### src/rtl/serial_frame_tx.sv
// Serial frame transmitter: on start, emits a sync pattern followed by a
// parallel data word (MSB first) on dout, one bit per clock. All outputs are
// registered; a start in the done cycle chains frames with no idle gap.
module serial_frame_tx #(
  parameter int unsigned        WIDTH      = 8,
  parameter int unsigned        PAT_LEN    = 4,
  parameter logic [PAT_LEN-1:0] PATTERN    = 4'b0110,
  parameter logic               IDLE_LEVEL = 1'b0
) (
  input  logic             clk,
  input  logic             reset,
  input  logic             start,
  input  logic [WIDTH-1:0] data,
  output logic             dout,
  output logic             dout_valid,
  output logic             busy,
  output logic             done
);

  localparam int unsigned FrameW = PAT_LEN + WIDTH;
  localparam int unsigned MaxLen = (PAT_LEN > WIDTH) ? PAT_LEN : WIDTH;
  localparam int unsigned CntW   = $clog2(MaxLen + 1);

  typedef enum logic [1:0] {
    StIdle,
    StSync,
    StData
  } state_e;

  state_e              state_q, state_d;
  logic [CntW-1:0]     cnt_q, cnt_d;
  logic [FrameW-1:0]   shift_q, shift_d;
  logic                dout_q, dout_d;
  logic                valid_q, valid_d;
  logic                busy_q, busy_d;
  logic                done_q, done_d;
  logic                accept;
  logic [FrameW-1:0]   load_frame;

  // Whole frame is loaded at once; the first bit goes straight to dout, so
  // the register keeps the remaining bits left-aligned.
  assign load_frame = {PATTERN, data};

  // Next-state logic: cnt_q holds the index of the bit currently on dout
  // within its phase, counting down to zero.
  always_comb begin
    state_d = state_q;
    cnt_d   = cnt_q;
    shift_d = shift_q;
    dout_d  = IDLE_LEVEL;
    valid_d = 1'b0;
    busy_d  = 1'b0;
    done_d  = 1'b0;
    accept  = 1'b0;

    unique case (state_q)
      StIdle: begin
        accept = start;
      end
      StSync: begin
        dout_d  = shift_q[FrameW-1];
        shift_d = shift_q << 1;
        valid_d = 1'b1;
        busy_d  = 1'b1;
        if (cnt_q == '0) begin
          state_d = StData;
          cnt_d   = CntW'(WIDTH - 1);
          done_d  = (WIDTH == 1);
        end else begin
          cnt_d = cnt_q - 1'b1;
        end
      end
      StData: begin
        if (cnt_q == '0) begin
          // Done cycle: either chain a new frame or fall back to idle.
          state_d = StIdle;
          cnt_d   = '0;
          accept  = start;
        end else begin
          dout_d  = shift_q[FrameW-1];
          shift_d = shift_q << 1;
          valid_d = 1'b1;
          busy_d  = 1'b1;
          cnt_d   = cnt_q - 1'b1;
          done_d  = (cnt_q == CntW'(1));
        end
      end
      default: begin
        state_d = StIdle;
      end
    endcase

    if (accept) begin
      state_d = StSync;
      cnt_d   = CntW'(PAT_LEN - 1);
      shift_d = load_frame << 1;
      dout_d  = PATTERN[PAT_LEN-1];
      valid_d = 1'b1;
      busy_d  = 1'b1;
      done_d  = 1'b0;
    end
  end

  // State and output registers; reset aborts any frame immediately.
  always_ff @(posedge clk or negedge reset) begin
    if (!reset) begin
      state_q <= StIdle;
      cnt_q   <= '0;
      shift_q <= '0;
      dout_q  <= IDLE_LEVEL;
      valid_q <= 1'b0;
      busy_q  <= 1'b0;
      done_q  <= 1'b0;
    end else begin
      state_q <= state_d;
      cnt_q   <= cnt_d;
      shift_q <= shift_d;
      dout_q  <= dout_d;
      valid_q <= valid_d;
      busy_q  <= busy_d;
      done_q  <= done_d;
    end
  end

  assign dout       = dout_q;
  assign dout_valid = valid_q;
  assign busy       = busy_q;
  assign done       = done_q;

endmodule

### config.mk
export PLATFORM = sky130hd
export DESIGN_NAME = serial_frame_tx
export DESIGN_NICKNAME = d
export VERILOG_FILES = /design/src/rtl/serial_frame_tx.sv
export SDC_FILE = /design/constraint.sdc
export NUM_CORES = 1
export LEC_CHECK = 0
export ABC_AREA = 1
export CAP_MARGIN = 5
export CORE_MARGIN = 3
export CORE_UTILIZATION = 45
export CTS_CLUSTER_DIAMETER = 50
export DETAILED_ROUTE_END_ITERATION = 8
export DONT_BUFFER_PORTS = 1
export HOLD_SLACK_MARGIN = 0.12
export PLACE_DENSITY = 0.67
export SYNTH_ARGS = -nofsm -noshare
export SYNTH_HDL_FRONTEND = slang
export SYNTH_SLANG_ARGS = --single-unit
### constraint.sdc
create_clock -name clk -period 1.65 [get_ports clk]
set_clock_uncertainty 0.05 [all_clocks]
set_input_delay 0.0825 -clock clk [delete_from_list [all_inputs] [get_ports clk]]
set_output_delay 0.0825 -clock clk [all_outputs]
set_load 0.1 [all_outputs]
==> run_results.csv, run 1 <==
group,metric,value,unit
placement,port_buffers,0,
timing,min_hold_slack,299,ps
timing,highest_attainable_clock_frequency,642,MHz
drt,first_pass_iters,4,
timing,rsz0062_at_grt,"true",
finish,layout.filler_cells,190,
timing,final.setup.tns,0,ps
synth,post-synth-top-area-fraction,45.1,%
global_routing,first_global_vias,835,
finish,design.final.nets,180,
synth,post_synthesis_net_count,157,
timing,layout_min_cycle_time,1560,ps
global_routing,grt_pass1_wl,3950,µm
floorplanning,die_x,55.7,µm
timing,timing_worst_slew_pin_value,933,ps
timing,timing_hold_violations_final,0,
clock_tree,cts_inserted_buffers,3,
timing,slew_headroom,37.6,%
synth,ys_ff_latch,20,
synth,ys.warnings.count,0,
finish,final_cells,190,
synth,post-synth-top-count-cell,"nand2_1",
placement,placer_congestion_estimate,0.816,
synth,synth_top_flop_cell,"dfrtp_1",
critical_path,critPathRequiredTime,1800,ps
floorplanning,die_height,55.7,µm
synth,synth_area_leaders,"dfrtp_1 (45%), nand2_1 (15%), ha_1 (6.8%)",
finish,multi_input_area,527,µm²
power,vdd_ir_drop_max,1.40,mV
finish,layout.core_utilization,61.5,%
finish,area.growth.synth_to_final,26.0,%
outcome,outcome,"finished clean",
global_routing,grt.total_usage,15.7,%
drt,drt-vias-per-instance,4.93,
drt,via_count,937,
clock_tree,cts_tree,"yes",
power,leakage,0.734,nW
global_routing,overflow,0,
synth,postSynth.asyncResetShare,100,%
clock_tree,sink_count_of_the_clock_tree,20,
global_routing,grt_antenna_before_repair,0,
critical_path,crit_arrival,1710,ps
placement,dp_hpwl,1580,µm
placement,placed_cells_incl_taps,174,
synth,post_synth_instance_area,1110,µm²
worst_hold_path,worst_hold_path_type,"input pin to asynchronous set/reset pin",
timing,max_slew_violation_total_from_the_final_report,0,
synth,syn-instance-count,140,
synth,distinct_cells_synth,19,
finish,num_antenna_cells,0,
drt,wl,2370,µm
timing,finalSetupViolCount,0,
floorplanning,start_util,48.8,%
power,power.density,2290,nW/µm²
synth,synth-edff-count,0,
floorplanning,fp.coreArea,2280,µm²
floorplanning,std_cell_rows,17,
floorplanning,full_die_area,3100,µm²
synth,yosysSeqAreaShare,45.1,%
synth,synth_top_cell_by_area,"dfrtp_1",
critical_path,timing.critical_path.to_type,"register",
finish,sequential_cell_area_in_the_final_layout,502,µm²
timing,layout_worst_path_cycle_share,94.3,%
power,post_route_total_power,3.21,mW
clock_tree,path_clk_slew,120,ps
drt,drc,0,
drt,wire_per_inst,12.5,µm
drt,detail-route-antenna-nets,0,
drt,initialDrtViolationCount,22,
clock_tree,cts_root_buf,"clkbuf_4",
clock_tree,h-tree-depth,1,
global_routing,largest_net_degree_at_the_start_of_global_routing,21,
clock_tree,clockBufferDepth,2,
finish,drive_gt1_share,20.4,%
job,maxCapViolations,0,
critical_path,maximum_fanout_along_the_worst_path,12,
critical_path,worst-setup-path-type,"register to register",
clock_tree,clkLatencyLatePin,300,ps
critical_path,timing.critical_path.from_type,"register",
synth,synth_top_cells_by_count,"nand2_1 (44), dfrtp_1 (20), inv_1 (18), nor2_1 (14)",
synth,avg_inst_size_synth,7.93,µm²
floorplanning,io-pin-count,15,
sequential cells by signal, indices dropped and copies added, names as in the netlist:
signal   count
busy         1
cnt_q        4
done         1
dout         1
shift_q     11
state_q      2
what timing repair did:
item	in CTS	in global routing
endpoints found under the setup margin	0	16
hold endpoints to repair	40	0
resized for setup	0	8
hold buffers	10	0
setup buffers	0	2
where the power goes:
| part | internal [mW] | total, mW | leakage (nW) | switching, mW |
|---|---|---|---|---|
| Combinational | 0.721 | 1.90 | 0.464 | 1.18 |
| Sequential | 0.736 | 0.899 | 0.242 | 0.163 |
| Clock | 0.245 | 0.404 | 0.0279 | 0.159 |
| Total | 1.70 | 3.21 | 0.734 | 1.51 |
critical path, stage by stage (launching register included):
cell and delay [ps]:
dfrtp_1 430, inv_1 120, ha_2 200, nand3_2 140, nand2_2 110, nand2_1 70
buf_4 180, o21ai_0 90, nor2_1 70
layout by cell type (no fill, tap or decap), types with 2 or more instances in the layout:
master and n:
nand3_1 8, nor2_1 14, nand2_1 43, o21ai_2 6, nand3b_1 2, ha_1 3
buf_4 10, dlygate4sd3_1 10, buf_12 2, nor2_2 2, nand2_2 2, dfrtp_1 19
o21ai_0 6, a21oi_1 3, clkbuf_4 3, ha_2 2, o21ai_1 2, inv_1 17
kinds of logic (layout without fill, tap and decap cells):
| family | after synthesis | after routing | share of synthesized area [%] |
|---|---|---|---|
| buffers and inverters | 22 | 44 | 9.24 |
| AND/OR/NAND/NOR | 73 | 73 | 27.6 |
| XOR/XNOR | 1 | 1 | 0.789 |
| adder cells (fa/ha/maj) | 6 | 6 | 6.76 |
| flip-flops | 20 | 20 | 45.1 |
| AO/OA/AOI/OAI | 18 | 18 | 10.5 |
area by class of cell:
class                           instances  share of cell area [%]
Multi-Input combinational cell         98                    37.7
Sequential cell                        20                    35.9
Timing Repair Buffer                   22                    15.4
Inverter                               18                    4.83
Tap cell                               28                    2.50
Clock inverter                          1                    2.15
Clock buffer                            3                    1.61
path summary, 6_finish.rpt:
path / start / endpoint / slack (ps) / cells past startpoint
min in group clk: data[2] / shift_q[3] / 380 / 3
worst min register to register: shift_q[10] / shift_q[11] / 470 / 2
worst max-delay path: cnt_q[0] / shift_q[9] / 90 / 8
worst min-delay path: reset / dout / 300 / 1
max in group asynchronous: reset / busy / 630 / 1
worst max register to register: cnt_q[0] / shift_q[9] / 90 / 8
through the flow:
step                      setup slack (ps)  area [µm²]
after detailed placement              82.2        1210
after global routing                 -40.5        1400
after global placement                 128        1210
after CTS                             42.7        1360
final                                 93.3        1400
after floorplan                        167        1110
metal layers:
metal	vias to the layer above	wire length, µm	track usage (%)
met4	0	3	2.43
met3	2	80	4.18
li1	475	-	-
met5	-	0	0
met2	19	1170	24.8
met1	441	1120	21.9
Power figures use the tool's default switching activity.
==> inputs of run 2 (changes only) <==
==> constraint.sdc (replaced) <==
create_clock -name clk -period 1.95 [get_ports clk]
set_clock_uncertainty 0.05 [all_clocks]
set_input_delay 0.0975 -clock clk [delete_from_list [all_inputs] [get_ports clk]]
set_output_delay 0.0975 -clock clk [all_outputs]
set_load 0.1 [all_outputs]
==> run 2 against run 1 <==
Effect of this change:
- via count is 1.3% lower
- final cell count fell by 1.1%
- sequential share of layout area is 1.9 points higher
- design area fell by 5.1%
- sequential power decreased by 17%
- combinational power fell by 22%
- global-route usage decreased by 0.58 points
- utilization shrank 3.1 points
- total power fell by 24%
==> run_results.csv, run 2 (synthesized netlist as in run 1, its figures left out) <==
group,metric,value,unit
clock_tree,clkLatencyLatePin,300,ps
power,seqPwrFrac,30.5,%
power,combinational_share_of_power,61.1,%
clock_tree,h-tree-depth,1,
power,leakage,0.700,nW
global_routing,grt_antenna_before_repair,0,
finish,drive_gt1_share,18.1,%
power,total_switching_power,1.21,mW
clock_tree,sink_count_of_the_clock_tree,20,
global_routing,first_global_vias,912,
clock_tree,cts_inserted_buffers,3,
timing,layout_min_cycle_time,1820,ps
global_routing,grt.total_usage,15.1,%
clock_tree,clockBufferDepth,2,
placement,dp_hpwl,1550,µm
clock_tree,cts_tree,"yes",
timing,timing_worst_slew_pin_value,870,ps
worst_hold_path,worst_hold_path_type,"input pin to asynchronous set/reset pin",
global_routing,grt_pass1_wl,3770,µm
placement,placement.cell_area,1180,µm²
global_routing,overflow,0,
critical_path,timing.critical_path.to_type,"register",
floorplanning,fp.coreArea,2280,µm²
drt,wire_per_inst,11.2,µm
drt,initialDrtViolationCount,22,
finish,num_antenna_cells,0,
timing,slew_headroom,41.8,%
finish,layout.filler_cells,201,
finish,post-route-cell-area,1330,µm²
outcome,outcome,"finished clean",
drt,drc,0,
timing,layout_worst_path_cycle_share,93.6,%
drt,via_count,925,
timing,max_slew_violation_total_from_the_final_report,0,
clock_tree,path_clk_slew,110,ps
finish,largest_reg_flops,11,
job,maxCapViolations,0,
floorplanning,std_cell_rows,17,
power,switching_share,49.7,%
critical_path,timing.critical_path.from_type,"register",
clock_tree,cts_root_buf,"clkbuf_4",
finish,layout.core_utilization,58.3,%
power,power.density,1840,nW/µm²
power,vdd_ir_drop_max,1.49,mV
placement,preCtsSetupSlack,243,ps
finish,design.final.nets,178,
floorplanning,full_die_area,3100,µm²
power,share_clk_of_total_power,8.4,%
timing,timing_hold_violations_final,0,
critical_path,crit_arrival,1980,ps
finish,top_register,"shift_q",
floorplanning,die_x,55.7,µm
power,intPower,1.23,mW
drt,first_pass_iters,4,
timing,rsz0062_at_grt,"false",
floorplanning,die_height,55.7,µm
placement,placed_cells_incl_taps,173,
drt,wl,2110,µm
timing,worst_slack,125,ps
finish,layout_commonest_cell,"nand2_1",
critical_path,critPathRequiredTime,2100,ps
finish,area.growth.synth_to_final,19.6,%
floorplanning,start_util,48.8,%
critical_path,maximum_fanout_along_the_worst_path,5,
critical_path,worst-setup-path-type,"register to register",
timing,highest_attainable_clock_frequency,548,MHz
drt,drt-vias-per-instance,4.92,
finish,largest_registers,"shift_q (11), cnt_q (4), state_q (2)",
floorplanning,io-pin-count,15,
global_routing,largest_net_degree_at_the_start_of_global_routing,21,
placement,port_buffers,0,
timing,finalSetupViolCount,0,
finish,final_cells,188,
drt,detail-route-antenna-nets,0,
placement,placer_congestion_estimate,0.908,
timing,final.setup.tns,0,ps
finish,most-common-layout-cells,"nand2_1 (44), dfrtp_1 (19), inv_1 (16)",
[run 2: cell types whose count changed in the layout (fill, tap and decap cells not counted), sizes merged]
cell	change
buf	-2
bufinv	-1
clkbuf	+1
[run 2: layout make-up]
cell class,count,area (µm²),share of cell area [%]
well taps,28,35.0,2.64
flip-flops and latches,20,502,37.8
repair buffers,20,175,13.2
clock buffers,4,26.3,1.98
inverters,18,67.6,5.09
multi-input cells,98,522,39.3
[run 2: worst paths after layout]
check / start / end / slack (ps) / cells past startpoint
worst min-delay path: reset / done / 290 / 1
min in group clk: data[5] / shift_q[6] / 410 / 3
max in group asynchronous: reset / busy / 970 / 1
worst min register to register: shift_q[9] / shift_q[10] / 440 / 2
worst max register to register: state_q[0] / shift_q[2] / 130 / 8
worst max-delay path: state_q[0] / shift_q[2] / 130 / 8
[run 2: worst max-delay path, cell delays in order (launching register included)]
cell and delay [ps]:
dfrtp_1 410, inv_1 120, ha_4 180, nand3_2 120, nand2_1 110, nand3b_1 70
dlygate4sd3_1 560, nand2_1 70, nor2_1 40
[run 2: per-layer routing]
layer	routed length, µm	share of wire, %	track usage (%)	vias to the layer above
li1	-	-	-	475
met1	990	47	20.3	427
met2	987	47	23.1	18
met3	80	3.8	2.78	5
met4	46	2.2	7.64	0
met5	0	0	0	-
[run 2: power by group through the flow]
stage | sequential [mW] | clock, mW | combinational (mW)
3_5_place_dp | 0.747 | 0 | 1.43
5_1_grt | 0.766 | 0.229 | 1.71
2_1_floorplan | 0.875 | 0 | 1.02
4_1_cts | 0.740 | 0.213 | 1.46
6_report | 0.744 | 0.205 | 1.49
3_3_place_gp | 0.743 | 0 | 1.39
[run 2: stage by stage]
stage	total power, mW	hold WS (ps)
after global routing	2.70	345
after floorplan	1.89	-248
after global placement	2.13	-248
after detailed placement	2.18	-248
after CTS	2.42	321
final	2.44	294
[run 2: repair_timing]
action | 4_1_cts | 5_1_grt
hold buffers | 10 | 0
setup buffers | 0 | 1
resized for setup | 0 | 5
hold endpoints to repair | 33 | 0
setup endpoints to repair | 0 | 1
==> inputs of run 3 (changes only) <==
==> constraint.sdc (replaced) <==
create_clock -name clk -period 1.95 [get_ports clk]
set_clock_uncertainty 0.05 [all_clocks]
set_input_delay 0.2925 -clock clk [delete_from_list [all_inputs] [get_ports clk]]
set_output_delay 0.2925 -clock clk [all_outputs]
set_load 0.1 [all_outputs]
==> run 3 against run 2 <==
Effect of this change:
- global-route usage is 0.097 points higher
- final cell count is 1.6% lower
- design area is 3.2% lower
- setup slack better by 79 ps
- hold slack worse by 180 ps
- via count is 1.4% lower
- combinational power is 3% lower
- sequential share of layout area is 1.3 points higher
- utilization is 1.9 points lower
- highest routed layer unchanged
==> run_results.csv, run 3 (synthesized netlist as in run 1, its figures left out) <==
group,metric,value,unit
power,post_route_total_power,2.39,mW
finish,area.growth.synth_to_final,15.8,%
critical_path,timing.critical_path.to_type,"register",
finish,largest_reg_flops,11,
timing,finalSetupViolCount,0,
drt,drc,0,
global_routing,grt.total_usage,15.2,%
critical_path,crit_arrival,1940,ps
floorplanning,full_die_area,3100,µm²
floorplanning,io-pin-count,15,
global_routing,first_global_vias,920,
critical_path,worst_path_largest_cell_delay,470,ps
timing,min_hold_slack,119,ps
global_routing,grt_pass1_wl,3800,µm
finish,num_antenna_cells,0,
critical_path,maximum_fanout_along_the_worst_path,10,
timing,timing_hold_violations_final,0,
finish,top_register,"shift_q",
global_routing,overflow,0,
power,leakage,0.693,nW
finish,drive_gt1_share,15.3,%
finish,layout.filler_cells,207,
floorplanning,std_cell_rows,17,
drt,first_pass_iters,4,
finish,final_cells,185,
timing,slew_headroom,41.7,%
drt,initialDrtViolationCount,14,
finish,multi_input_area,507,µm²
placement,dp_hpwl,1550,µm
power,vdd_ir_drop_max,1.43,mV
critical_path,worst-setup-path-type,"register to register",
floorplanning,die_x,55.7,µm
critical_path,cpMaxStageDelayCell,"a21oi_2",
critical_path,critPathRequiredTime,2140,ps
drt,via_count,912,
drt,drt-vias-per-instance,4.93,
clock_tree,sink_count_of_the_clock_tree,20,
power,power.density,1860,nW/µm²
finish,layout.core_utilization,56.5,%
job,maxCapViolations,0,
clock_tree,h-tree-depth,1,
placement,preCtsSetupSlack,243,ps
timing,rsz0062_at_grt,"false",
floorplanning,die_height,55.7,µm
finish,sequential_cell_area_in_the_final_layout,502,µm²
timing,layout_min_cycle_time,1750,ps
clock_tree,cts_root_buf,"clkbuf_4",
floorplanning,fp.coreArea,2280,µm²
timing,layout_worst_path_cycle_share,89.5,%
global_routing,grt_antenna_before_repair,0,
critical_path,timing.critical_path.from_type,"register",
critical_path,rrSetupSlack,200,ps
drt,wire_per_inst,11.3,µm
floorplanning,start_util,48.8,%
finish,design.final.nets,175,
timing,max_slew_violation_total_from_the_final_report,0,
clock_tree,post_cts_buffers,0,
outcome,outcome,"finished clean",
finish,largest_registers,"shift_q (11), cnt_q (4), state_q (2)",
clock_tree,cts_inserted_buffers,3,
critical_path,crit_path_cell_trace,"inv_1 > ha_1 > nand3_2 > a21oi_2 > nand2_1 > o21ai_2",
finish,layout_commonest_cell,"nand2_1",
global_routing,largest_net_degree_at_the_start_of_global_routing,21,
worst_hold_path,worst_hold_path_type,"input pin to register",
timing,worst_slack,204,ps
finish,most-common-layout-cells,"nand2_1 (44), dfrtp_1 (19), inv_1 (18)",
finish,post-route-cell-area,1280,µm²
clock_tree,clkLatencyLatePin,310,ps
clock_tree,cts_tree,"yes",
drt,detail-route-antenna-nets,0,
placement,placed_cells_incl_taps,173,
clock_tree,clockBufferDepth,2,
clock_tree,path_clk_slew,110,ps
timing,final.setup.tns,0,ps
placement,placement.cell_area,1180,µm²
timing,highest_attainable_clock_frequency,573,MHz
timing,timing_worst_slew_pin_value,872,ps
placement,port_buffers,0,
placement,placer_congestion_estimate,0.908,
drt,wl,2080,µm
==> run 3: changes by cell type in the layout (fill, tap and decap cells not counted) <==
cell           change
dlygate4sd3_1      -2
ha_1               +2
inv_1              +2
inv_2              -2
buf_4              -1
ha_2               -1
ha_4               -1
==> run 3: power by group <==
group / total [mW] / internal [mW] / switching (mW)
Clock: 0.207 / 0.0800 / 0.127
Combinational: 1.45 / 0.496 / 0.953
Sequential: 0.739 / 0.622 / 0.117
Total: 2.39 / 1.20 / 1.20
==> run 3: layout make-up <==
| cell class | count | share of cell area [%] |
|---|---|---|
| tap | 28 | 2.73 |
| timing repair buffer | 17 | 11.5 |
| clock buffer | 4 | 2.04 |
| inverter | 18 | 5.26 |
| sequential | 20 | 39.0 |
| multi-input combinational | 98 | 39.4 |
==> run 3: path summary, 6_finish.rpt <==
check | depth (start not counted) | from | endpoint
worst max-delay path | 6 | state_q[0] | shift_q[4]
worst min-delay path | 3 | start | shift_q[2]
worst max register to register | 6 | state_q[0] | shift_q[4]
worst min register to register | 2 | shift_q[9] | shift_q[10]
max in group asynchronous | 1 | reset | busy
min in group asynchronous | 1 | reset | done
==> run 3: worst max-delay path, delay by kind of cell (launching register included) <==
kind,cells,cell delay [ps]
compound gates,2,560
fa+ha+maj,1,260
simple gates,2,310
flops,1,420
buf+inv,1,90
==> run 3: routing by layer <==
layer	global-route usage [%]	share of wire, %	up-vias
li1	-	-	467
met1	20.1	48	426
met2	23.5	46	14
met3	3.02	3.3	5
met4	7.64	2.2	0
met5	0	0	-
==> run 3: repair_timing <==
item | in CTS | in global routing
hold buffers | 8 | 0
setup endpoints to repair | 0 | 0
endpoints found under the hold margin | 27 | 0
gates resized for setup | 0 | 0
